--- src/rtl/nand_seq_alu_pkg.sv ---
// Shared definitions for the bit-serial NAND sequencer: opcodes, states and
// the per-(op, step) gate operand schedule.
package nand_seq_alu_pkg;

    localparam logic [2:0] OP_NAND     = 3'd0;
    localparam logic [2:0] OP_NOT      = 3'd1;
    localparam logic [2:0] OP_AND      = 3'd2;
    localparam logic [2:0] OP_OR       = 3'd3;
    localparam logic [2:0] OP_XOR      = 3'd4;
    localparam logic [2:0] OP_RSVD_MIN = 3'd5;

    // Gate evaluations per result bit for each opcode
    localparam int STEPS_NAND = 1;
    localparam int STEPS_NOT  = 1;
    localparam int STEPS_AND  = 2;
    localparam int STEPS_OR   = 3;
    localparam int STEPS_XOR  = 4;

    typedef enum logic [1:0] {
        ST_IDLE = 2'd0,
        ST_EVAL = 2'd1,
        ST_DONE = 2'd2
    } state_t;

    // Gate input sources and result destinations
    typedef enum logic [1:0] { SRC_A, SRC_B, SRC_T1, SRC_T2 } src_t;
    typedef enum logic [1:0] { DST_T1, DST_T2, DST_OUT } dst_t;

    typedef struct packed {
        src_t x;
        src_t y;
        dst_t dst;
        logic last;   // final step of the current bit
    } step_ctl_t;

    function automatic logic is_rsvd(input logic [2:0] op);
        return op >= OP_RSVD_MIN;
    endfunction

    // Operand schedule: which scratch/operand bits feed the gate and where
    // its output lands, for every (op, step) pair.
    function automatic step_ctl_t step_ctl(input logic [2:0] op, input logic [1:0] step);
        step_ctl_t c;
        c = '{x: SRC_A, y: SRC_B, dst: DST_OUT, last: 1'b1};
        case (op)
            OP_NOT:  c = '{x: SRC_A, y: SRC_A, dst: DST_OUT, last: 1'b1};
            OP_AND:
                if (step == 2'd0) c = '{x: SRC_A,  y: SRC_B,  dst: DST_T1,  last: 1'b0};
                else              c = '{x: SRC_T1, y: SRC_T1, dst: DST_OUT, last: 1'b1};
            OP_OR:
                case (step)
                    2'd0:    c = '{x: SRC_A,  y: SRC_A,  dst: DST_T1,  last: 1'b0};
                    2'd1:    c = '{x: SRC_B,  y: SRC_B,  dst: DST_T2,  last: 1'b0};
                    default: c = '{x: SRC_T1, y: SRC_T2, dst: DST_OUT, last: 1'b1};
                endcase
            OP_XOR:
                case (step)
                    2'd0:    c = '{x: SRC_A,  y: SRC_B,  dst: DST_T1,  last: 1'b0};
                    2'd1:    c = '{x: SRC_A,  y: SRC_T1, dst: DST_T2,  last: 1'b0};
                    2'd2:    c = '{x: SRC_B,  y: SRC_T1, dst: DST_T1,  last: 1'b0};
                    default: c = '{x: SRC_T2, y: SRC_T1, dst: DST_OUT, last: 1'b1};
                endcase
            default: c = '{x: SRC_A, y: SRC_B, dst: DST_OUT, last: 1'b1};
        endcase
        return c;
    endfunction

endpackage

--- src/rtl/nand_seq_alu_g_nand.sv ---
// The single elementary NAND gate shared by every composite operation.
module nand_seq_alu_g_nand (
    input  logic a,
    input  logic b,
    output logic y
);
    assign y = ~(a & b);
endmodule

--- src/rtl/nand_seq_alu.sv ---
// Bit-serial logic unit: schedules one shared NAND gate, one evaluation per
// cycle, LSB first, behind a valid/ready request/response handshake.
module nand_seq_alu
    import nand_seq_alu_pkg::*;
#(
    parameter int WIDTH = 16
) (
    input  logic             clk,
    input  logic             reset_n,
    input  logic             req_valid,
    output logic             req_ready,
    input  logic [2:0]       req_op,
    input  logic [WIDTH-1:0] req_a,
    input  logic [WIDTH-1:0] req_b,
    output logic             rsp_valid,
    input  logic             rsp_ready,
    output logic [WIDTH-1:0] rsp_out,
    output logic             rsp_err,
    output logic             busy
);
    localparam int BW = (WIDTH > 1) ? $clog2(WIDTH) : 1;

    state_t           state, state_nxt;
    logic [WIDTH-1:0] a_q, b_q, result;
    logic [2:0]       op_q;
    logic [BW-1:0]    bit_idx;
    logic [1:0]       step;
    logic             t1, t2, err;
    step_ctl_t        ctl;
    logic             gx, gy, gz;
    logic             last_bit;

    assign last_bit  = (bit_idx == BW'(WIDTH - 1));
    assign req_ready = (state == ST_IDLE);
    assign rsp_valid = (state == ST_DONE);
    assign busy      = (state != ST_IDLE);
    assign rsp_out   = result;
    assign rsp_err   = err;

    // Gate operand mux selected by (op, step)
    always_comb begin
        ctl = step_ctl(op_q, step);
        gx  = 1'b0;
        gy  = 1'b0;
        case (ctl.x)
            SRC_A:   gx = a_q[bit_idx];
            SRC_B:   gx = b_q[bit_idx];
            SRC_T1:  gx = t1;
            default: gx = t2;
        endcase
        case (ctl.y)
            SRC_A:   gy = a_q[bit_idx];
            SRC_B:   gy = b_q[bit_idx];
            SRC_T1:  gy = t1;
            default: gy = t2;
        endcase
    end

    nand_seq_alu_g_nand g_NAND (
        .a (gx),
        .b (gy),
        .y (gz)
    );

    // State register
    always_ff @(posedge clk or negedge reset_n) begin
        if (!reset_n) state <= ST_IDLE;
        else          state <= state_nxt;
    end

    // Next-state: reserved opcodes skip EVAL entirely
    always_comb begin
        state_nxt = state;
        case (state)
            ST_IDLE: if (req_valid) state_nxt = is_rsvd(req_op) ? ST_DONE : ST_EVAL;
            ST_EVAL: if (ctl.last && last_bit) state_nxt = ST_DONE;
            ST_DONE: if (rsp_ready) state_nxt = ST_IDLE;
            default: state_nxt = ST_IDLE;
        endcase
    end

    // Operand latch, step/bit counters, scratch bits and result insertion
    always_ff @(posedge clk or negedge reset_n) begin
        if (!reset_n) begin
            a_q     <= '0;
            b_q     <= '0;
            op_q    <= '0;
            bit_idx <= '0;
            step    <= '0;
            t1      <= 1'b0;
            t2      <= 1'b0;
            result  <= '0;
            err     <= 1'b0;
        end else begin
            case (state)
                ST_IDLE: if (req_valid) begin
                    a_q     <= req_a;
                    b_q     <= req_b;
                    op_q    <= req_op;
                    bit_idx <= '0;
                    step    <= '0;
                    t1      <= 1'b0;
                    t2      <= 1'b0;
                    result  <= '0;
                    err     <= is_rsvd(req_op);
                end
                ST_EVAL: begin
                    case (ctl.dst)
                        DST_T1:  t1 <= gz;
                        DST_T2:  t2 <= gz;
                        default: result[bit_idx] <= gz;
                    endcase
                    if (ctl.last) begin
                        step <= '0;
                        if (!last_bit) bit_idx <= bit_idx + BW'(1);
                    end else begin
                        step <= step + 2'd1;
                    end
                end
                default: ;
            endcase
        end
    end

endmodule

--- config.mk ---
export PLATFORM = sky130hd
export DESIGN_NAME = nand_seq_alu
export DESIGN_NICKNAME = d
export VERILOG_FILES = /design/src/rtl/nand_seq_alu_pkg.sv /design/src/rtl/nand_seq_alu_g_nand.sv /design/src/rtl/nand_seq_alu.sv
export SDC_FILE = /design/constraint.sdc
export NUM_CORES = 1
export LEC_CHECK = 0
export BUFFER_PORTS_ARGS = -buffer_cell sky130_fd_sc_hd__buf_2
export CAP_MARGIN = 20
export CORE_MARGIN = 4
export CORE_UTILIZATION = 55
export DETAILED_ROUTE_END_ITERATION = 8
export GPL_TIMING_DRIVEN = 0
export HOLD_SLACK_MARGIN = 0.06
export PLACE_DENSITY_LB_ADDON = 0.25
export SYNTH_ARGS = -nofsm -noshare
export SYNTH_HDL_FRONTEND = slang
export SYNTH_HIERARCHICAL = 1
export SYNTH_SLANG_ARGS = --single-unit
--- constraint.sdc ---
create_clock -name clk -period 6.12 [get_ports clk]
set_input_delay 0.612 -clock clk [delete_from_list [all_inputs] [get_ports clk]]
set_output_delay 0.612 -clock clk [all_outputs]
set_load 0.05 [all_outputs]
==> results of run 1 <==
-- power breakdown --
group          switching [mW]  total (mW)  internal [mW]
registers               0.115       0.688          0.573
clock network           0.165       0.351          0.186
logic                   0.701        1.10          0.395
total                   0.981        2.14           1.15
-- layer usage --
layer	vias to the layer above	share of wire (%)
met2	83	47
met1	1356	45
met5	-	0
li1	1445	-
met3	17	5.4
met4	0	2.1
-- critical path: stages (launching register included) --
cell and delay, ns:
dfrtp_1 0.43, inv_1 0.11, ha_1 0.26, or3b_2 0.44, a21oi_1 0.19, o2bb2ai_1 0.10, o32a_1 0.29, nand2_1 0.12
inv_1 0.09, or3_4 0.44, nor3_4 0.19, a22o_1 0.19
-- per-stage QoR --
step / setup slack [ns] / std cells / utilization, % / total power [mW]
final: 3.21 / 540 / 66.8 / 2.14
after global routing: 2.97 / 540 / 66.8 / 2.32
after CTS: 3.21 / 540 / 66.8 / 2.14
after detailed placement: 3.22 / 524 / 63.6 / 1.78
after global placement: 3.27 / 523 / 63.3 / 1.75
after floorplan: 3.53 / 390 / - / 1.52
-- worst paths after layout --
kind                                     start                     end  slack (ns)  cells past startpoint
setup reg to reg           step[0]$_DFFE_PN0P_  rsp_out[0]$_DFFE_PN0P_        3.21                     11
setup / recovery           step[0]$_DFFE_PN0P_  rsp_out[0]$_DFFE_PN0P_        3.21                     11
hold / removal                         reset_n      a_q[9]$_DFFE_PN0P_        0.29                      1
max in group asynchronous              reset_n     b_q[11]$_DFFE_PN0P_        5.22                      2
min in group clk                     req_a[10]     a_q[10]$_DFFE_PN0P_        0.45                      3
hold reg to reg             b_q[4]$_DFFE_PN0P_      b_q[4]$_DFFE_PN0P_        0.47                      2
-- final cells by class --
cell class                      instances  area, sq um
Timing Repair Buffer                   59          310
Sequential cell                        62         1550
Clock inverter                          6         62.6
Buffer                                 20          101
Tap cell                               75         93.8
Clock buffer                           10          128
Inverter                                9         33.8
Fill cell                             513         1960
Multi-Input combinational cell        299         1680
-- cell usage after synthesis (2+ instances only) --
master / count
nand2_1: 160
o21ai_0: 12
or3_1: 2
clkbuf_1: 11
a22oi_1: 4
buf_1: 2
nor2b_1: 7
nor3b_1: 2
buf_4: 2
dfrtp_1: 62
buf_2: 3
a21oi_1: 11
nand2b_1: 4
ha_1: 10
nor3_1: 4
or3b_2: 2
and3_1: 6
mux2i_1: 18
nor2_1: 7
and2_1: 3
o31ai_1: 2
a32oi_1: 2
nand3_1: 5
buf_6: 2
nor2_2: 2
a22o_1: 15
o2bb2ai_1: 2
inv_1: 9
o211ai_1: 2
-- sequential cells by signal (all words and copies together), names as in the netlist --
name and cells:
rsp_out 16, b_q 16, state 2, t2 1, rsp_err 1, t1 1
step 2, a_q 16, bit_idx 4, op_q 3
-- cells by family after synthesis --
logic type               count (synthesis)  synth area share [%]
buffers and inverters                   29                  4.02
adder cells (fa/ha/maj)                 10                  3.72
AND/OR/NAND/NOR                        210                  27.4
multiplexers                            19                  5.69
AO/OA/AOI/OAI                           60                  13.1
flip-flops                              62                  46.1
==> run metrics, run 1 <==
Final Max Tran Viols 0; top cells by area, synth dfrtp_1, nand2_1, mux2i_1; max-capacitance violation count 0; CTS buffer count 9; Clk Latency, worst-skew pair 0.35 ns; RSZ-0062 raised after global routing no; Die X 86.2 microns; pin count of the biggest net entering global routing 36; area post-placement 3770 sq um; DIE HEIGHT 86.2 microns; Crit Path Category flop to flop; Post-CTS Setup Inserts 0; Initial Util 56.8%; routed wire length 7610 microns; clk buf depth 2; YS warnings 6; # IOs 59; worst-margin pin slew 0.647 ns; crit path DAT 3.19 ns; CP required 6.40 ns; Post-Syn Area between 3000 and 4000 sq um; Die ar. 7430 sq um; CTS Root Cell clkbuf_8; ys flop type dfrtp_1; floorplan core area 5920 sq um; Final Wtd Congestion 0.843; met2 Resource Use GR 35.2%; Seq/Total Area, Yosys 46.1%; leading area contributor after synthesis dfrtp_1; GR peak layer met2; Residual DRC 0; Post-layout nets ~510; GRT Total Usage around 22%; CP Max Fanout 6; Pwr per Cell Area 540 nW/um^2; Achievable Freq 344 MHz; clock slew at reported path FFs 0.08 ns; peak supply drop 0.000258 V; final hold slack 0.289 ns; status complete, no violations; post-route cell area 3960 sq um; Critical Path Start Type flop; commonest non-fill, non-tap cell in the layout nand2_1; Via density 5.37; commonest non-fill, non-tap cells in the layout nand2_1, dfrtp_1, buf_2; HPWL after DPL between 5000 and 6000 microns; Netlist cell types 46; hold_buf cts 0; Final setup viols 0; Avg Inst Size Synth between 8 and 9 sq um; Slew headroom 56.8%; Congestion Overflow GR 0; row count 28; 1st-pass router iterations 4; antenna violations before repair 0; post-cts resize count 0; Period minus WS final 2.91 ns; DR WL/cell roughly 14 microns; Worst Setup End Kind flop; clock sink count 62; period utilisation layout 47.6%; area delta synth->final 17.7%; worst clock skew 0.00876 ns; CTS tree yes; M1 GR Usage between 20% and 30%; #FFs+latches synth 62; via count 2901; Mapped Nets 439; first-pass GRT wire length between 10000 and 15000 microns; Cells after Synth 390; final hold vios 0; share of layout cells above drive strength 1 19.8%; H-tree depth 3; GR Util met3 around 5.2%; Antenna Cells 0; hold crit path type primary input to asynchronous set/reset pin; P_leak between 2 and 2.5 nW; Port Buf Inserts just under 60; vias in the first global route 2851; setup TNS 0 ns; FFs w/ async S/R, synth 100%; top-area cell type share of the netlist area between 40% and 50%; drt initial violations 114; EDFF count, synth 0; antenna-violating nets left 0
No activity file was read; power rests on OpenSTA's default activity.
==> run 2, diff against run 1 <==
==> constraint.sdc (replaced) <==
create_clock -name clk -period 3 [get_ports clk]
set_input_delay 0.3 -clock clk [delete_from_list [all_inputs] [get_ports clk]]
set_output_delay 0.3 -clock clk [all_outputs]
set_load 0.05 [all_outputs]
==> run 2 against run 1 <==
Net effect: non-clock buffer count increased by 3; first-iteration DRC count increased by 22%; combinational power increased by 110%; cell area increased by 1.1%; highest routed layer unchanged; count of clock-buffer cells in the layout unchanged; sequential share of layout area decreased by 0.40 points; sequential power increased by 100%; via count increased by 0.41%; worst hold slack got worse by 0.15 ns; clock power increased by 100%; routed wire length increased by 0.59%; global-route usage unchanged; critical endpoint unchanged.
==> run metrics, run 2 (synthesized netlist as in run 1, its figures left out) <==
Switching Share 45.9% (-0.071 points); Worst Setup End Kind flop; DR WL/cell 14.1 microns (about the same); antenna-violating nets left 0 (unchanged); P_leak 2.10 nW (+0.71%); Via density 5.36 (-0.14%); clock power share 16.3% (-0.2 points); 1st-pass router iterations 4 (unchanged); Achievable Freq 360 MHz (+4.8%); period utilisation layout 92.6% (+45 points); first-pass GRT wire length 13000 microns (unchanged); floorplan core area 5920 sq um (unchanged); Die X 86.2 microns (unchanged); Congestion Overflow GR 0 (unchanged); pre-CTS setup slack 0.0971 ns (-3.12 ns); Final Wtd Congestion 0.843 (unchanged); clock sink count 62 (unchanged); setup TNS 0 ns (unchanged); Multi-input gate area 1690 sq um (+1.0%); Reg area 1550 sq um (about the same); Antenna Cells 0 (unchanged); Final Max Tran Viols 0 (unchanged); share of layout cells above drive strength 1 21.4% (+1.6 points); part of the power in registers 31.9% (-0.3 points); worst clock skew 0.00820 ns (-0.000559 ns); Sw Pwr 2.02 mW (+110%); via count 2913 (+0.41%); Post-layout nets 512 (+0.59%); CTS tree yes; crit path DAT 3.05 ns (-0.14 ns); Crit Path Category flop to flop; hold crit path type primary input to flop; pin count of the biggest net entering global routing 36 (unchanged); Period minus WS final 2.78 ns (-0.133 ns); Initial Util 56.8% (unchanged); max-capacitance violation count 0 (unchanged); clock slew at reported path FFs 0.07 ns (about the same); internal power 2.39 mW (+110%); Clk Latency, worst-skew pair 0.34 ns (about the same); GRT Total Usage 22.2% (unchanged); peak supply drop 0.000527 V (+100%); H-tree depth 3 (unchanged); routed wire length 7650 microns (+0.59%); CTS Root Cell clkbuf_8; RSZ-0062 raised after global routing no; DIE HEIGHT 86.2 microns (unchanged); Final setup viols 0 (unchanged); Slew headroom 56.6% (-0.26 points); Comb pwr share 51.8% (+0.5 points); clk buf depth 2 (unchanged); # IOs 59 (unchanged); area delta synth->final 19.0%; Residual DRC 0 (unchanged); CP required 3.28 ns (-3.12 ns); antenna violations before repair 0 (unchanged); commonest non-fill, non-tap cells in the layout nand2_1, buf_2, dfrtp_1; Port Buf Inserts 58 (unchanged); vias in the first global route 2851 (unchanged); HPWL after DPL 5470 microns (unchanged); row count 28 (unchanged); worst setup margin 0.222 ns (-2.99 ns); Critical Path Start Type flop; CP Max Fanout 5 (-1); drt initial violations 139 (+22%); status complete, no violations; final hold vios 0 (unchanged); Die ar. 7430 sq um (unchanged); CTS buffer count 9 (unchanged); worst-margin pin slew 0.651 ns (+0.00386 ns); Layout fillers 514 (+0.19%); commonest non-fill, non-tap cell in the layout nand2_1; Pwr per Cell Area 1100 nW/um^2 (+100%)
[run 2: area by class of cell]
class / count / area share (%)
Clock inverter: 6 / 1.56
Timing Repair Buffer: 62 / 8.38
Tap cell: 75 / 2.35
Inverter: 9 / 0.845
Buffer: 20 / 2.53
Clock buffer: 10 / 3.19
Sequential cell: 62 / 38.8
Multi-Input combinational cell: 299 / 42.3
[run 2: worst paths after layout]
path,cells past startpoint,to,startpoint,slack (ns)
worst max-delay path,11,rsp_out[0]$_DFFE_PN0P_,step[1]$_DFFE_PN0P_,0.22
worst min-delay path,3,a_q[10]$_DFFE_PN0P_,req_a[10],0.14
worst max register to register,11,rsp_out[0]$_DFFE_PN0P_,step[1]$_DFFE_PN0P_,0.22
worst min register to register,2,b_q[4]$_DFFE_PN0P_,b_q[4]$_DFFE_PN0P_,0.47
max in group asynchronous,3,step[0]$_DFFE_PN0P_,reset_n,1.87
min in group asynchronous,2,a_q[15]$_DFFE_PN0P_,reset_n,0.51
[run 2: layer usage]
| layer | global-route usage (%) | part of all wire (%) | vias to the layer above |
|---|---|---|---|
| li1 | - | - | 1459 |
| met3 | 5.13 | 4.6 | 11 |
| met1 | 29.4 | 45 | 1370 |
| met5 | 0 | 0 | - |
| met4 | 9.07 | 1.5 | 0 |
| met2 | 35.2 | 48 | 73 |
[run 2: power by group through the flow]
stage / logic, mW / registers [mW] / clock network (mW)
6_report: 2.28 / 1.41 / 0.717
5_1_grt: 2.56 / 1.44 / 0.769
4_1_cts: 2.24 / 1.40 / 0.726
3_5_place_dp: 2.22 / 1.41 / 0
3_3_place_gp: 2.18 / 1.39 / 0
2_1_floorplan: 1.57 / 1.53 / 0
[run 2: repair_timing]
action                     in CTS  in global routing
resized for setup               0                  6
hold endpoints to repair       27                  0
setup endpoints to repair       0                 11
hold buffers                    1                  0
buffers inserted                0                  2
[run 2: critical path, cell delays in order (launching register included)]
cell and delay (ns):
dfrtp_1 0.37, inv_1 0.10, ha_2 0.21, or3b_2 0.45, a21oi_2 0.16, o2bb2ai_1 0.09
o32a_1 0.30, nand2_2 0.09, inv_1 0.07, or3_4 0.44, nor3_4 0.23, a22o_1 0.19
[run 2: stage by stage]
stage                     power, mW  utilization [%]  instance area (sq um)  hold WS, ns  cells
after floorplan                3.10                -                   3360      0.00441    390
after global placement         3.57             63.3                   3750        0.458    523
after detailed placement       3.63             63.6                   3770        0.358    524
after CTS                      4.37             67.0                   3970        0.134    541
after global routing           4.77             67.6                   4000        0.132    543
final                          4.41             67.6                   4000        0.139    543
==> run 3, diff against run 2 <==
==> constraint.sdc (replaced) <==
create_clock -name clk -period 3 [get_ports clk]
set_input_delay 0.6 -clock clk [delete_from_list [all_inputs] [get_ports clk]]
set_output_delay 0.6 -clock clk [all_outputs]
set_load 0.05 [all_outputs]
==> run 3 against run 2 <==
Net effect: critical path depth stayed put; total power is 0.12% higher; final cell count is 0.18% lower; non-clock buffer count is 1 lower; clock power hardly changed; count of clock-buffer cells in the layout stayed put; setup slack worse by 0.0069 ns; highest routed layer unchanged.
==> run metrics, run 3 (synthesized netlist as in run 1, its figures left out) <==
HPWL after DPL 5470 microns (unchanged); row count 28 (unchanged); Crit Path Category flop to flop; CTS buffer count 9 (unchanged); CTS Root Cell clkbuf_8; 1st-pass router iterations 4 (unchanged); worst-margin pin slew 0.645 ns (-0.00603 ns); Congestion Overflow GR 0 (unchanged); clock sink count 62 (unchanged); overall power 4.41 mW (+0.12%); Worst Setup End Kind flop; area delta synth->final 18.7%; Achievable Freq 359 MHz (-0.25%); Port Buf Inserts 58 (unchanged); final hold slack 0.275 ns (+0.135 ns); Max stage delay on crit path 0.45 ns (about the same); RSZ-0062 raised after global routing no; Clk Latency, worst-skew pair 0.35 ns (about the same); CP Max Fanout 5 (unchanged); hold_buf cts 0 (-1); DR WL/cell 14.1 microns (+0.38%); # IOs 59 (unchanged); Die X 86.2 microns (unchanged); final hold vios 0 (unchanged); Pwr per Cell Area 1110 nW/um^2 (+0.37%); peak supply drop 0.000527 V (about the same); CP required 3.28 ns (about the same); Initial Util 56.8% (unchanged); crit path DAT 3.07 ns (+0.02 ns); Final Wtd Congestion 0.843 (unchanged); Final setup viols 0 (unchanged); period utilisation layout 92.8% (+0.23 points); pin count of the biggest net entering global routing 36 (unchanged); max-capacitance violation count 0 (unchanged); first-pass GRT wire length 13000 microns (unchanged); worst clock skew 0.00674 ns (-0.00145 ns); antenna-violating nets left 0 (unchanged); status complete, no violations; CP dominant cell by count inv_1; H-tree depth 3 (unchanged); commonest non-fill, non-tap cell in the layout nand2_1; DIE HEIGHT 86.2 microns (unchanged); commonest non-fill, non-tap cells in the layout nand2_1, buf_2, dfrtp_1; setup TNS 0 ns (unchanged); Via density 5.40 (+0.73%); P_leak 2.10 nW (-0.20%); Final Max Tran Viols 0 (unchanged); share of layout cells above drive strength 1 21.4% (+0.046 points); via count 2929 (+0.55%); antenna violations before repair 0 (unchanged); CP max-delay cell or3b_2; routed wire length 7670 microns (+0.20%); CP Cell Sequence inv_1 -> ha_2 -> or3b_2 -> a21oi_2 -> o2bb2ai_1 -> o32a_1 -> nand2_2 -> inv_1 -> or3_4 -> nor3_4 -> a22o_1; Period minus WS final 2.78 ns (+0.00691 ns); Slew headroom 57.0% (+0.40 points); floorplan core area 5920 sq um (unchanged); clock slew at reported path FFs 0.07 ns (about the same); Residual DRC 0 (unchanged); Post-layout nets 511 (-0.20%); vias in the first global route 2851 (unchanged); CTS tree yes; drt initial violations 110 (-21%); hold crit path type primary input to asynchronous set/reset pin; GRT Total Usage 22.2% (unchanged); Critical Path Start Type flop; Antenna Cells 0 (unchanged); Die ar. 7430 sq um (unchanged); clk buf depth 2 (unchanged)
==> run 3: worst paths after layout <==
path,start,to,slack (ns),depth (start not counted)
min in group clk,req_a[10],a_q[10]$_DFFE_PN0P_,0.44,3
max in group asynchronous,reset_n,step[0]$_DFFE_PN0P_,2.11,2
min,reset_n,a_q[15]$_DFFE_PN0P_,0.27,1
max,step[1]$_DFFE_PN0P_,rsp_out[0]$_DFFE_PN0P_,0.22,11
min reg2reg,b_q[4]$_DFFE_PN0P_,b_q[4]$_DFFE_PN0P_,0.47,2
max reg2reg,step[1]$_DFFE_PN0P_,rsp_out[0]$_DFFE_PN0P_,0.22,11
==> run 3: repair_timing <==
action,CTS,global route
buffers inserted,0,2
endpoints found under the setup margin,0,11
endpoints found under the hold margin,0,0
gates resized for setup,0,6
==> run 3: cell type report <==
| type | count | area, sq um |
|---|---|---|
| Sequential cell | 62 | 1550 |
| Inverter | 9 | 33.8 |
| Timing Repair Buffer | 61 | 325 |
| Buffer | 20 | 101 |
| Fill cell | 515 | 1930 |
| Multi-Input combinational cell | 299 | 1690 |
| Tap cell | 75 | 93.8 |
| Clock inverter | 6 | 62.6 |
| Clock buffer | 10 | 128 |
==> run 3: per-layer routing <==
layer	wire (microns)	GRT usage, %	vias up
met5	0	0	-
li1	-	-	1453
met2	3720	35.2	87
met3	390	5.23	12
met4	129	9.07	0
met1	3430	29.4	1377
==> run 3: power breakdown <==
group | total (mW) | internal (mW) | switching, mW
sequential | 1.40 | 1.17 | 0.233
combinational | 2.29 | 0.833 | 1.45
clock | 0.719 | 0.380 | 0.339
==> run 3: per-stage QoR <==
stage               instance area [sq um]  instances  util (%)  worst slack, ns
global placement                     3750        523      63.3            0.146
floorplan                            3360        390         -            0.407
CTS                                  3960        540      66.8           0.0886
global route                         3990        542      67.4           0.0428
detailed placement                   3770        524      63.6           0.0971
finish                               3990        542      67.4            0.215
==> run 3: worst max-delay path: cells and delay by family, from the launching register on <==
kind	cells	cell delay (ns)
AOI/OAI and AO/OA	4	0.74
and+or+nand+nor	4	1.22
DFF	1	0.37
adders and majority gates	1	0.21
buffers and inverters	2	0.17
